File: src/rtl/legv8_control_sequencer.sv
// rtl/legv8_control_sequencer.sv - LEGv8 multi-cycle control unit emitting the datapath ControlWord and immediate
module legv8_control_sequencer #(
    parameter int MEM_READ_CYCLES = 1,
    parameter bit HALT_ON_ILLEGAL = 1'b1
) (
    input  logic        clock,
    input  logic        reset,
    input  logic        run,
    input  logic [31:0] IR,
    input  logic [3:0]  current_status,
    input  logic [3:0]  SR,
    output logic [39:0] ControlWord,
    output logic [63:0] constant,
    output logic [2:0]  state,
    output logic        halted,
    output logic        illegal
);

    typedef enum logic [2:0] {
        S_IDLE  = 3'd0,
        S_FETCH = 3'd1,
        S_EXEC  = 3'd2,
        S_MEM   = 3'd3,
        S_WB    = 3'd4,
        S_HALT  = 3'd7
    } state_t;

    localparam logic [4:0]  FS_AND = 5'b00000;
    localparam logic [4:0]  FS_ORR = 5'b00100;
    localparam logic [4:0]  FS_ADD = 5'b01000;
    localparam logic [4:0]  FS_SUB = 5'b01001;
    localparam logic [1:0]  WAIT_LAST = 2'(MEM_READ_CYCLES);
    localparam logic [39:0] CW_IDLE = {25'd0, 15'h7FFF};

    state_t     state_q, state_d;
    logic [1:0] wait_q, wait_d;
    logic       run_q;

    always_ff @(posedge clock) begin
        if (!reset) begin
            state_q <= S_IDLE;
            wait_q  <= 2'd0;
            run_q   <= 1'b0;
        end else begin
            state_q <= state_d;
            wait_q  <= wait_d;
            run_q   <= run;
        end
    end

    logic [4:0] rd, rn, rm;
    logic       is_add, is_sub, is_and, is_orr, is_subs, is_rrr;
    logic       is_addi, is_subi, is_ldur, is_stur, is_b, is_cbz, is_bcond;
    logic       cond_taken;

    assign rd = IR[4:0];
    assign rn = IR[9:5];
    assign rm = IR[20:16];

    assign is_add   = IR[31:21] == 11'b10001011000;
    assign is_sub   = IR[31:21] == 11'b11001011000;
    assign is_and   = IR[31:21] == 11'b10001010000;
    assign is_orr   = IR[31:21] == 11'b10101010000;
    assign is_subs  = IR[31:21] == 11'b11101011000;
    assign is_rrr   = is_add | is_sub | is_and | is_orr | is_subs;
    assign is_addi  = IR[31:22] == 10'b1001000100;
    assign is_subi  = IR[31:22] == 10'b1101000100;
    assign is_ldur  = IR[31:21] == 11'b11111000010;
    assign is_stur  = IR[31:21] == 11'b11111000000;
    assign is_b     = IR[31:26] == 6'b000101;
    assign is_cbz   = IR[31:24] == 8'b10110100;
    assign is_bcond = IR[31:24] == 8'b01010100;

    // SR is {V,C,N,Z}; only EQ/NE/LT/GE are decoded, other conditions fall through
    always_comb begin
        cond_taken = 1'b0;
        case (IR[4:0])
            5'h00:   cond_taken = SR[0];
            5'h01:   cond_taken = ~SR[0];
            5'h0A:   cond_taken = SR[1] == SR[3];
            5'h0B:   cond_taken = SR[1] != SR[3];
            default: cond_taken = 1'b0;
        endcase
    end

    logic [2:0] cgs;
    logic [1:0] ds, ps, size;
    logic [4:0] fs, da, sa, sb;
    logic       as_s, pcsel, bsel, il, sl, c0, mw, rw, ill;

    always_comb begin
        state_d = state_q;
        wait_d  = wait_q;
        cgs = 3'd0;  as_s = 1'b0; ds = 2'b00; ps = 2'b00;
        pcsel = 1'b0; bsel = 1'b0; il = 1'b0; sl = 1'b0;
        fs = FS_AND; c0 = 1'b0; size = 2'b00; mw = 1'b0; rw = 1'b0;
        da = 5'd31; sa = 5'd31; sb = 5'd31;
        ill = 1'b0;
        case (state_q)
            S_IDLE: if (run) state_d = S_FETCH;
            S_FETCH: begin
                as_s = 1'b1; ds = 2'b11; il = 1'b1; size = 2'b10;
                state_d = S_EXEC;
            end
            S_EXEC: begin
                state_d = S_FETCH;
                ps = 2'b01;
                size = 2'b11;
                if (is_rrr) begin
                    da = rd; sa = rn; sb = rm; rw = 1'b1; sl = is_subs;
                    if (is_sub || is_subs) begin fs = FS_SUB; c0 = 1'b1; end
                    else if (is_add)       fs = FS_ADD;
                    else if (is_orr)       fs = FS_ORR;
                    else                   fs = FS_AND;
                end else if (is_addi || is_subi) begin
                    da = rd; sa = rn; bsel = 1'b1; cgs = 3'd1; rw = 1'b1;
                    fs = is_subi ? FS_SUB : FS_ADD;
                    c0 = is_subi;
                end else if (is_ldur || is_stur) begin
                    fs = FS_ADD; sa = rn; bsel = 1'b1; cgs = 3'd2;
                    ps = 2'b00;
                    wait_d = 2'd0;
                    state_d = S_MEM;
                end else if (is_b) begin
                    ps = 2'b10; cgs = 3'd3;
                end else if (is_cbz) begin
                    sa = rd; fs = FS_ORR;
                    if (current_status[0]) begin ps = 2'b10; cgs = 3'd4; end
                end else if (is_bcond) begin
                    if (cond_taken) begin ps = 2'b10; cgs = 3'd4; end
                end else begin
                    ill = 1'b1;
                    size = 2'b00;
                    if (HALT_ON_ILLEGAL) begin ps = 2'b00; state_d = S_HALT; end
                end
            end
            S_MEM: begin
                fs = FS_ADD; sa = rn; bsel = 1'b1; cgs = 3'd2; size = 2'b11;
                state_d = S_FETCH;
                if (is_stur) begin
                    sb = rd; ds = 2'b01; mw = 1'b1; ps = 2'b01;
                end else if (is_ldur) begin
                    ds = 2'b11;
                    if (wait_q == WAIT_LAST) begin
                        wait_d = 2'd0;
                        state_d = S_WB;
                    end else begin
                        wait_d = wait_q + 2'd1;
                        state_d = S_MEM;
                    end
                end
            end
            S_WB: begin
                fs = FS_ADD; sa = rn; bsel = 1'b1; cgs = 3'd2; size = 2'b11;
                ds = 2'b11; da = rd; rw = 1'b1; ps = 2'b01;
                state_d = S_FETCH;
            end
            S_HALT: if (run && !run_q) state_d = S_FETCH;
            default: state_d = S_IDLE;
        endcase
    end

    // Reset gates every output so an aborted MEM/WB never leaks MW/RW
    assign ControlWord = reset ? {cgs, state_d, as_s, ds, ps, pcsel, bsel, il, sl,
                                  fs, c0, size, mw, rw, da, sa, sb} : CW_IDLE;
    assign state   = state_q;
    assign halted  = reset & (state_q == S_HALT);
    assign illegal = reset & ill;

    always_comb begin
        case (ControlWord[39:37])
            3'd1:    constant = {52'd0, IR[21:10]};
            3'd2:    constant = {{55{IR[20]}}, IR[20:12]};
            3'd3:    constant = {{36{IR[25]}}, IR[25:0], 2'b00};
            3'd4:    constant = {{43{IR[23]}}, IR[23:5], 2'b00};
            default: constant = 64'd0;
        endcase
    end

    logic unused_flags;
    assign unused_flags = ^{current_status[3:1], SR[2]};

endmodule

File: config.mk
export PLATFORM = sky130hd
export DESIGN_NAME = legv8_control_sequencer
export DESIGN_NICKNAME = d
export VERILOG_FILES = /design/src/rtl/legv8_control_sequencer.sv
export SDC_FILE = /design/constraint.sdc
export NUM_CORES = 1
export LEC_CHECK = 0
export BUFFER_PORTS_ARGS = -buffer_cell sky130_fd_sc_hd__buf_2
export CORE_AREA = 3 3 58 114
export CTS_CLUSTER_SIZE = 24
export DETAILED_ROUTE_END_ITERATION = 16
export DIE_AREA = 0 0 61 117
export HOLD_SLACK_MARGIN = 0.12
export PLACE_DENSITY = 0.76
export SYNTH_ARGS = -nofsm -noshare
export SYNTH_HDL_FRONTEND = slang
export SYNTH_SLANG_ARGS = --single-unit
File: constraint.sdc
create_clock -name clock -period 4.1 [get_ports clock]
set_input_delay 0.82 -clock clock [delete_from_list [all_inputs] [get_ports clock]]
set_output_delay 0.82 -clock clock [all_outputs]
set_load 0.02 [all_outputs]
# After elaboration in Yosys (flattened, before gate mapping)
# Cells that the tools add are included.
# totals
register_bits,6
in_bits,43
output_inout_bits,109
wordCells,150
# op_classes
addsub,1
n_eq_ne,32
n_mux,96
bitwise,7
reduce_logical,11
# op_table
op,count
$pmux 64 s4,1
$eq 11x11->1 const B,7
$mux 3,22
$mux 5,10
$mux 2,22
$mux 40,1
$pmux 5 s2,4
$mux 1,23
$eq 10x10->1 const B,2
$pmux 3 s6,1
$mux 4,4
$eq 3x2->1 const B,4
$pmux 2 s3,2
$eq 5x4->1 const B,2
$ne 2x2->1 const B,5
$eq 3x3->1 const B,3
$eq 8x7->1 const B,1
$eq 8x8->1 const B,1
$pmux 2 s2,2
$eq 3x1->1 const B,2
$eq 6x3->1 const B,1
$pmux 3 s2,1
$reduce_and 6->1,1
$eq 5x1->1 const B,1
16 further kinds,24

# Depth between registers and ports, before layout
# Gate-level depths: netlist (run 1).
# logic_depth
ltp_word,13
depth_mapped,8
ltp_nobuf,6

# Least setup slack after synthesis (run 1)
# Ideal clock, no wire load.
# synth_path
path_kind,input-to-output
start,in IR[24]
end,out constant[28]
arrival_time_ps,3633
required_ps,3280
setup_slack_ps,-353
path_stages,7
n_path_buf,2
cell_sequence,or3b_1 -> or4_4 -> a2111oi_4 -> o2111ai_4 -> buf_6 -> o211ai_2 -> buf_4
# synth_via
elab_chain_len,11
elab_cells_between_ends,30
cone_classes,eq/ne (15); mux (9); bitwise (4); reduce/logical (2)
# synth_rtl
element,line,rtl
start: declaration,9,"input logic [31:0] IR,"
$eq 8x7->1,72,assign is_bcond = IR[31:24] == 8'b01010100;
$mux 3,129,end else if (is_bcond) begin
$mux 3,126,end else if (is_cbz) begin
$mux 3,124,end else if (is_b) begin
$mux 3,119,end else if (is_ldur || is_stur) begin
$mux 3,115,end else if (is_addi || is_subi) begin
$mux 3 (*),109,if (is_rrr) begin
$pmux 3 s2 (*),99,case (state_q)
$mux 40 (*),164,"assign ControlWord = reset ? {cgs, state_d, as_s, ds, ps, pcsel, bsel, il, sl,"
"$eq 3x3->1, or another cell as far along",171,case (ControlWord[39:37])
$pmux 64 s4 (*),171,
end: declaration,13,"output logic [63:0] constant,"
# Every way passes the cells marked *; elsewhere a longest branch is shown, timed or not.

# Worst setup path in the final report (run 1)
# layout_path
start,in IR[30]
end,out constant[10]
# Same word-level chain as after synthesis.

==> run summary, run 1 <==
Outcome: complete, no violations
Main synth FF type: sky130_fd_sc_hd__dfxtp_1
Met2 routed WL: 4960 µm
Portion of the post-synthesis area used by sequential elements: 5.37%
Detailed-router iteration count before antenna repair: 5
Clock latency at the later pin of the worst-skew pair: 0.23 ns
Worst relative slew slack: 50.7%
Share of the synthesized area in the top cell type: 13.8%
Synth area leader: sky130_fd_sc_hd__buf_4
Number of warnings issued by yosys: 0
IO Pins: 152
Peak supply drop: 0.254 mV
Area taken by multi-input logic gates: 1630 µm²
Starting density of the core: 38.5%
Placed Area: 2800 µm²
Hold violation count in the final report: 0
Total routed wirelength: 8670 µm
Standard cell core area: 5810 µm²
Critical path endpoint category: primary output
Diode count: 0
Final Instance Count excl. Fillers: 486
Max Root-Sink Buffers: 2
Start point of the critical path: IR[30]
Max cap viols: 0
Sequential Area: 120 µm²
Total of endpoints with negative setup slack in the final report: 0
EDFF count, synth: 0
DRT iter0 DRCs: 166
Cell Area, Synth: 2240 µm²
Final RePlAce weighted congestion: 0.903
Fraction of final layout cells with drive strength greater than 1: 45.6%
Peak fanout along the critical path: 20
TritonCTS Buffers: 3
Wire length of the first global-routing pass: 12800 µm
Routed Antenna Nets: 0
Worst min-delay path category: reg2reg
Ratio of routed vias to standard cells: 5.99
Endpoint of the most critical setup path: constant[10]
CTS Sinks: 6
Period Utilization, post-route: 96.5%
Time the worst path needs with I/O delays and setup: 3.96 ns
Tightest Pin Transition: 0.738 ns
Arr. time, crit path: 3.14 ns
R2R Setup Slk: 2.19 ns
P&R area growth vs syn: 28.8%
Main area contributors after synthesis: sky130_fd_sc_hd__buf_4, sky130_fd_sc_hd__o221ai_2, sky130_fd_sc_hd__dfxtp_1
Maximum number of pins on one net before global-route repair: 38
Leakage Power: 1.44 nW
# nets final: 470
Worst hold slack: 0.433 ns
Placed insts: 483
Critical path data required time: 3.28 ns
Number of remaining DRC errors: 0
Unrepaired setup endpoints after global routing: false
Crit Path Class: in2out
Post-route cell area: 2880 µm²
Routed wirelength normalized by instance count: 17.8 µm
Top layer in use: met4
Overall overflow remaining after global route: 0
Achievable clock frequency: 253 MHz
Reg2reg start: state[1]$_SDFF_PN0_
Synthesized instance count: 317
Full die area: 7140 µm²
Number of distinct library cells after synthesis: 58
Clock slew at the register clock pins of the worst setup and hold paths: 0.03 ns
Width of the die: 61 µm
Buffers on Ports: 144
Slew Viols, Final: 0
Number of standard-cell rows in the floorplan: 39
Cells on worst reg2reg path: 4
Worst clock skew: 0.00184 ns
Areal power density over the cells: 169 nW/µm²
Global Route Usage Sum: 23.0%
Average cell area after synthesis: 7.06 µm²
Routed metal-1 wire length: 2940 µm
Half-perimeter wire length after placement: 7240 µm
Via total after detailed routing: 2913
Proportion of synthesized flip-flops having asynchronous set or reset: 0%
CTS Root Buffer Type: sky130_fd_sc_hd__clkbuf_16
CTS tree: done
Number of resized instances in the post-cts repair step: 0
Fill cell count: 601
Terminus of the critical flop-to-flop path: state[1]$_SDFF_PN0_
Startpoint type of the worst setup path: input pin
Total of hold buffers inserted after clock tree synthesis: 0
Initial antenna violation count: 0
Register bit count reported by yosys: 6
Post-CTS setup buffers: 0
Vias in the first global route: 2678
Total number of H-tree levels: 1
DIE HEIGHT: 117 µm
Wire length on met3: 541 µm
layout make-up:
cell class	count	share of cell area (%)
multi-input combinational	226	56.4
timing repair buffer	164	30.8
sequential	6	4.17
inverter	26	3.39
tap	61	2.65
clock buffer	3	2.61
registers in the layout, summed over array words and instances, names as in the netlist:
name and cells:
state 3, wait_q 2, run_q 1
through the flow:
stage	setup TNS [ns]	total power, mW	worst slack, ns	util [%]
2_1_floorplan	-0.837	0.242	-0.0233	-
6_report	0	0.487	0.142	49.6
5_1_grt	0	0.511	0.0508	49.6
3_5_place_dp	0	0.326	0.0979	48.3
4_1_cts	0	0.484	0.0899	49.6
3_3_place_gp	0	0.322	0.168	48.3
logic make-up after synthesis:
logic type                count (synthesis)  synth area share (%)
muxes                                     6                  2.68
DFF                                       6                  5.37
and+or+nand+nor                         118                  30.3
other                                     1                 0.168
xor gates and xnor gates                  2                 0.783
buffers and inverters                    87                  22.7
AOI/OAI and AO/OA                        97                  38.0
cell usage after synthesis, drive strengths merged (4+ instances only):
master  instances
nand2          25
clkbuf         12
a21oi           5
nand3b          5
nor3            6
dfxtp           6
nor2           14
inv            26
nand3          17
nand2b          7
buf            49
nor4            5
or3             6
o211ai          8
o21ai          17
mux2i           6
o221ai         25
o21a           12
a31oi          11
or2             4
layout by cell type, fill, tap and decap left out, types with 7 or more instances in the layout:
master	instances
sky130_fd_sc_hd__nand2b_1	7
sky130_fd_sc_hd__a31oi_1	11
sky130_fd_sc_hd__o21a_1	12
sky130_fd_sc_hd__buf_4	18
sky130_fd_sc_hd__o221ai_2	12
sky130_fd_sc_hd__nor2_1	14
sky130_fd_sc_hd__buf_2	144
sky130_fd_sc_hd__inv_1	26
sky130_fd_sc_hd__o221ai_1	13
sky130_fd_sc_hd__o21ai_0	14
sky130_fd_sc_hd__nand3_1	16
sky130_fd_sc_hd__nand2_1	25
report_power, final:
part	total (mW)	internal (mW)	switching, mW
Sequential	0.0728	0.0621	0.0107
Combinational	0.255	0.0913	0.163
Clock	0.160	0.125	0.0345
Total	0.487	0.279	0.209
worst min path at each step:
stage                                 from                endpoint  slack (ns)  depth (start not counted)
floorplan           wait_q[1]$_SDFFE_PN0P_  wait_q[1]$_SDFFE_PN0P_        0.41                          2
global placement    wait_q[1]$_SDFFE_PN0P_  wait_q[1]$_SDFFE_PN0P_        0.42                          2
detailed placement  wait_q[1]$_SDFFE_PN0P_  wait_q[1]$_SDFFE_PN0P_        0.42                          2
CTS                 wait_q[1]$_SDFFE_PN0P_  wait_q[1]$_SDFFE_PN0P_        0.43                          2
global route        wait_q[1]$_SDFFE_PN0P_  wait_q[1]$_SDFFE_PN0P_        0.47                          2
finish              wait_q[1]$_SDFFE_PN0P_  wait_q[1]$_SDFFE_PN0P_        0.43                          2
critical path, cell delays in order:
cell and delay, ns:
sky130_fd_sc_hd__buf_2 0.14, sky130_fd_sc_hd__or3b_1 0.37, sky130_fd_sc_hd__or4_4 0.48, sky130_fd_sc_hd__a2111oi_4 0.43, sky130_fd_sc_hd__o2111ai_4 0.26, sky130_fd_sc_hd__buf_6 0.27
sky130_fd_sc_hd__o221ai_1 0.18, sky130_fd_sc_hd__buf_2 0.19
per-layer routing:
metal  global-route usage, %  up-vias
li1                        -     1374
met1                    24.1     1349
met2                    46.3      167
met3                   0.768       23
met4                    7.24        0
met5                       0        -
Note: power is estimated with default switching activity, not from simulation.
==> inputs of run 2 (changes only) <==
- CELL_PAD_IN_SITES_DETAIL_PLACEMENT: not set -> 0
- CELL_PAD_IN_SITES_GLOBAL_PLACEMENT: not set -> 2
- CORE_AREA: 3 3 58 114 -> 3 3 81 160
- DIE_AREA: 0 0 61 117 -> 0 0 84 163
==> run 2 against run 1 <==
Compared with the run above: register-to-register slack got worse by 0.10 ns; first-iteration DRC count fell by 46%; clock power about the same; sequential power down 12%; combinational power up 6%; routed wire length up 19%; sequential share of layout area decreased by 0.17 points; clock-buffer cell count did not move; via count shrank 2.6%; critical path depth stayed put; critical path type unchanged; largest power group unchanged.
==> run summary, run 2 (same netlist as run 1, synthesis figures left out) <==
Unrepaired setup endpoints after global routing: false
Number of standard-cell rows in the floorplan: 56 (+44%)
Total routed wirelength: 10300 µm (+19%)
Total of endpoints with negative setup slack in the final report: 0 (unchanged)
Reg2reg start: state[1]$_SDFF_PN0_
Clock slew at the register clock pins of the worst setup and hold paths: 0.03 ns (about the same)
Endpoint of the most critical setup path: ControlWord[15]
Worst clock skew: 0.00196 ns (+0.000120 ns)
Terminus of the critical flop-to-flop path: state[1]$_SDFF_PN0_
Wire length of the first global-routing pass: 15200 µm (+18%)
Time the worst path needs with I/O delays and setup: 3.92 ns (-0.0345 ns)
Peak supply drop: 0.106 mV (-58%)
Slew Viols, Final: 0 (unchanged)
Design Power: 0.493 mW (+1.2%)
Leakage Power: 1.45 nW (+0.51%)
P&R area growth vs syn: 34.1%
Start point of the critical path: IR[24]
Category of cells accounting for the largest share of critical-path delay: simple AND/OR/NAND/NOR gates
Sequential Area: 120 µm² (unchanged)
Worst min-delay path category: reg2reg
Setup total negative slack: 0 ns (unchanged)
Cell at the slowest stage of the critical path: sky130_fd_sc_hd__or4_1
Hold violation count in the final report: 0 (unchanged)
Maximum number of pins on one net before global-route repair: 38 (unchanged)
Wire length on met3: 688 µm (+27%)
Areal power density over the cells: 164 nW/µm² (-2.8%)
Most common library cell in the layout ignoring fill and taps: sky130_fd_sc_hd__buf_2
Routed metal-1 wire length: 3250 µm (+10%)
Full die area: 13700 µm² (+92%)
Vias in the first global route: 2791 (+4.2%)
CTS Sinks: 6 (unchanged)
Via total after detailed routing: 2838 (-2.6%)
Routed Antenna Nets: 0 (unchanged)
Post-CTS setup buffers: 0 (unchanged)
Total stage count of the critical path: 8 (unchanged)
Half-perimeter wire length after placement: 8870 µm (+22%)
Initial antenna violation count: 0 (unchanged)
Ratio of routed vias to standard cells: 4.99 (-17%)
Buffers on Ports: 144 (unchanged)
Max Root-Sink Buffers: 2 (unchanged)
Clock latency at the later pin of the worst-skew pair: 0.23 ns (about the same)
Number of flip-flops in the largest register: 3 (unchanged)
Worst Min Path Start: wait_q[1]$_SDFFE_PN0P_
Peak fanout along the critical path: 10 (-50%)
Tightest Pin Transition: 0.962 ns (+0.223 ns)
Crit Path Class: in2out
Diode count: 0 (unchanged)
R2R Setup Slk: 2.09 ns (-0.10 ns)
Number of resized instances in the post-cts repair step: 0 (unchanged)
Detailed-router iteration count before antenna repair: 4 (-1)
DRT iter0 DRCs: 90 (-46%)
Routed wirelength normalized by instance count: 18.1 µm (+1.8%)
Outcome: complete, no violations
CP max stage delay: 0.48 ns (about the same)
IO Pins: 152 (unchanged)
Most frequent cells in the layout: sky130_fd_sc_hd__buf_2, sky130_fd_sc_hd__inv_1, sky130_fd_sc_hd__nand2_1
Cell repeated most along the worst path: sky130_fd_sc_hd__buf_2
CP Buf/Inv Count: 3 (unchanged)
Number of remaining DRC errors: 0 (unchanged)
Achievable clock frequency: 255 MHz (+0.88%)
Worst path cell trace: buf_2 -> buf_4 -> or4b_1 -> or4_1 -> o21a_1 -> o21ai_1 -> and2_1 -> buf_2
Fraction of final layout cells with drive strength greater than 1: 45.5% (-0.13 points)
CTS tree: done
Critical path data required time: 3.28 ns (about the same)
Area taken by multi-input logic gates: 1630 µm² (unchanged)
Total number of H-tree levels: 1 (unchanged)
Worst relative slew slack: 35.8% (-15 points)
Cells on worst reg2reg path: 4 (unchanged)
Starting density of the core: 18.9% (-20 points)
Arr. time, crit path: 3.10 ns (-0.04 ns)
Standard cell core area: 11800 µm² (+100%)
Final RePlAce weighted congestion: 0.840 (-7.0%)
Met2 routed WL: 5760 µm (+16%)
Max cap viols: 0 (unchanged)
Total of hold buffers inserted after clock tree synthesis: 0 (unchanged)
Post-layout util: 25.3% (-24 points)
Overall overflow remaining after global route: 0 (unchanged)
Width of the die: 84 µm (+38%)
CTS Root Buffer Type: sky130_fd_sc_hd__clkbuf_16
Top layer in use: met4
Startpoint type of the worst setup path: input pin
# nets final: 469 (-0.21%)
Global Route Usage Sum: 14.1% (-8.9 points)
TritonCTS Buffers: 3 (unchanged)
Critical path endpoint category: primary output
Fill cell count: 1342 (+120%)
DIE HEIGHT: 163 µm (+39%)
Period Utilization, post-route: 95.7% (-0.84 points)
[run 2: worst min path at each step]
stage                                         to  slack, ns  cells after the start
after floorplan           wait_q[1]$_SDFFE_PN0P_       0.41                      2
after global placement    wait_q[1]$_SDFFE_PN0P_       0.41                      2
after detailed placement  wait_q[1]$_SDFFE_PN0P_       0.44                      2
after CTS                 wait_q[1]$_SDFFE_PN0P_       0.44                      2
after global routing      wait_q[1]$_SDFFE_PN0P_       0.47                      2
final                     wait_q[1]$_SDFFE_PN0P_       0.45                      2
[run 2: final cells by class]
type | count | area share (%)
Inverter | 26 | 3.25
Clock buffer | 3 | 2.50
Sequential cell | 6 | 4.00
Tap cell | 145 | 6.05
Multi-Input combinational cell | 226 | 54.2
Timing Repair Buffer | 163 | 30.0
[run 2: routing by layer]
layer	track usage (%)	vias to the layer above
li1	-	1362
met1	12.6	1300
met4	8.64	0
met2	28.2	139
met5	0	-
met3	2.68	37
[run 2: power breakdown]
| group | switching [mW] | internal, mW | total, mW |
|---|---|---|---|
| Sequential | 0.00156 | 0.0621 | 0.0637 |
| Clock | 0.0338 | 0.125 | 0.159 |
| Combinational | 0.178 | 0.0926 | 0.270 |
| Total | 0.213 | 0.280 | 0.493 |
[run 2: worst register-to-register path, delay by kind of cell, from the launching register on]
kind                   cells  cell delay [ns]
AND/OR/NAND/NOR            1             0.78
AO/OA/AOI/OAI              2             0.59
flip-flops                 1             0.32
buffers and inverters      1             0.20
[run 2: stage by stage]
step / std cells / area, µm² / hold slack [ns] / setup WS, ns
after floorplan: 319 / 2250 / 0.407 / -0.0233
after global placement: 566 / 2930 / 0.413 / 0.194
after detailed placement: 566 / 2930 / 0.437 / 0.156
after CTS: 569 / 3000 / 0.441 / 0.159
after global routing: 569 / 3000 / 0.473 / 0.0677
final: 569 / 3000 / 0.451 / 0.176
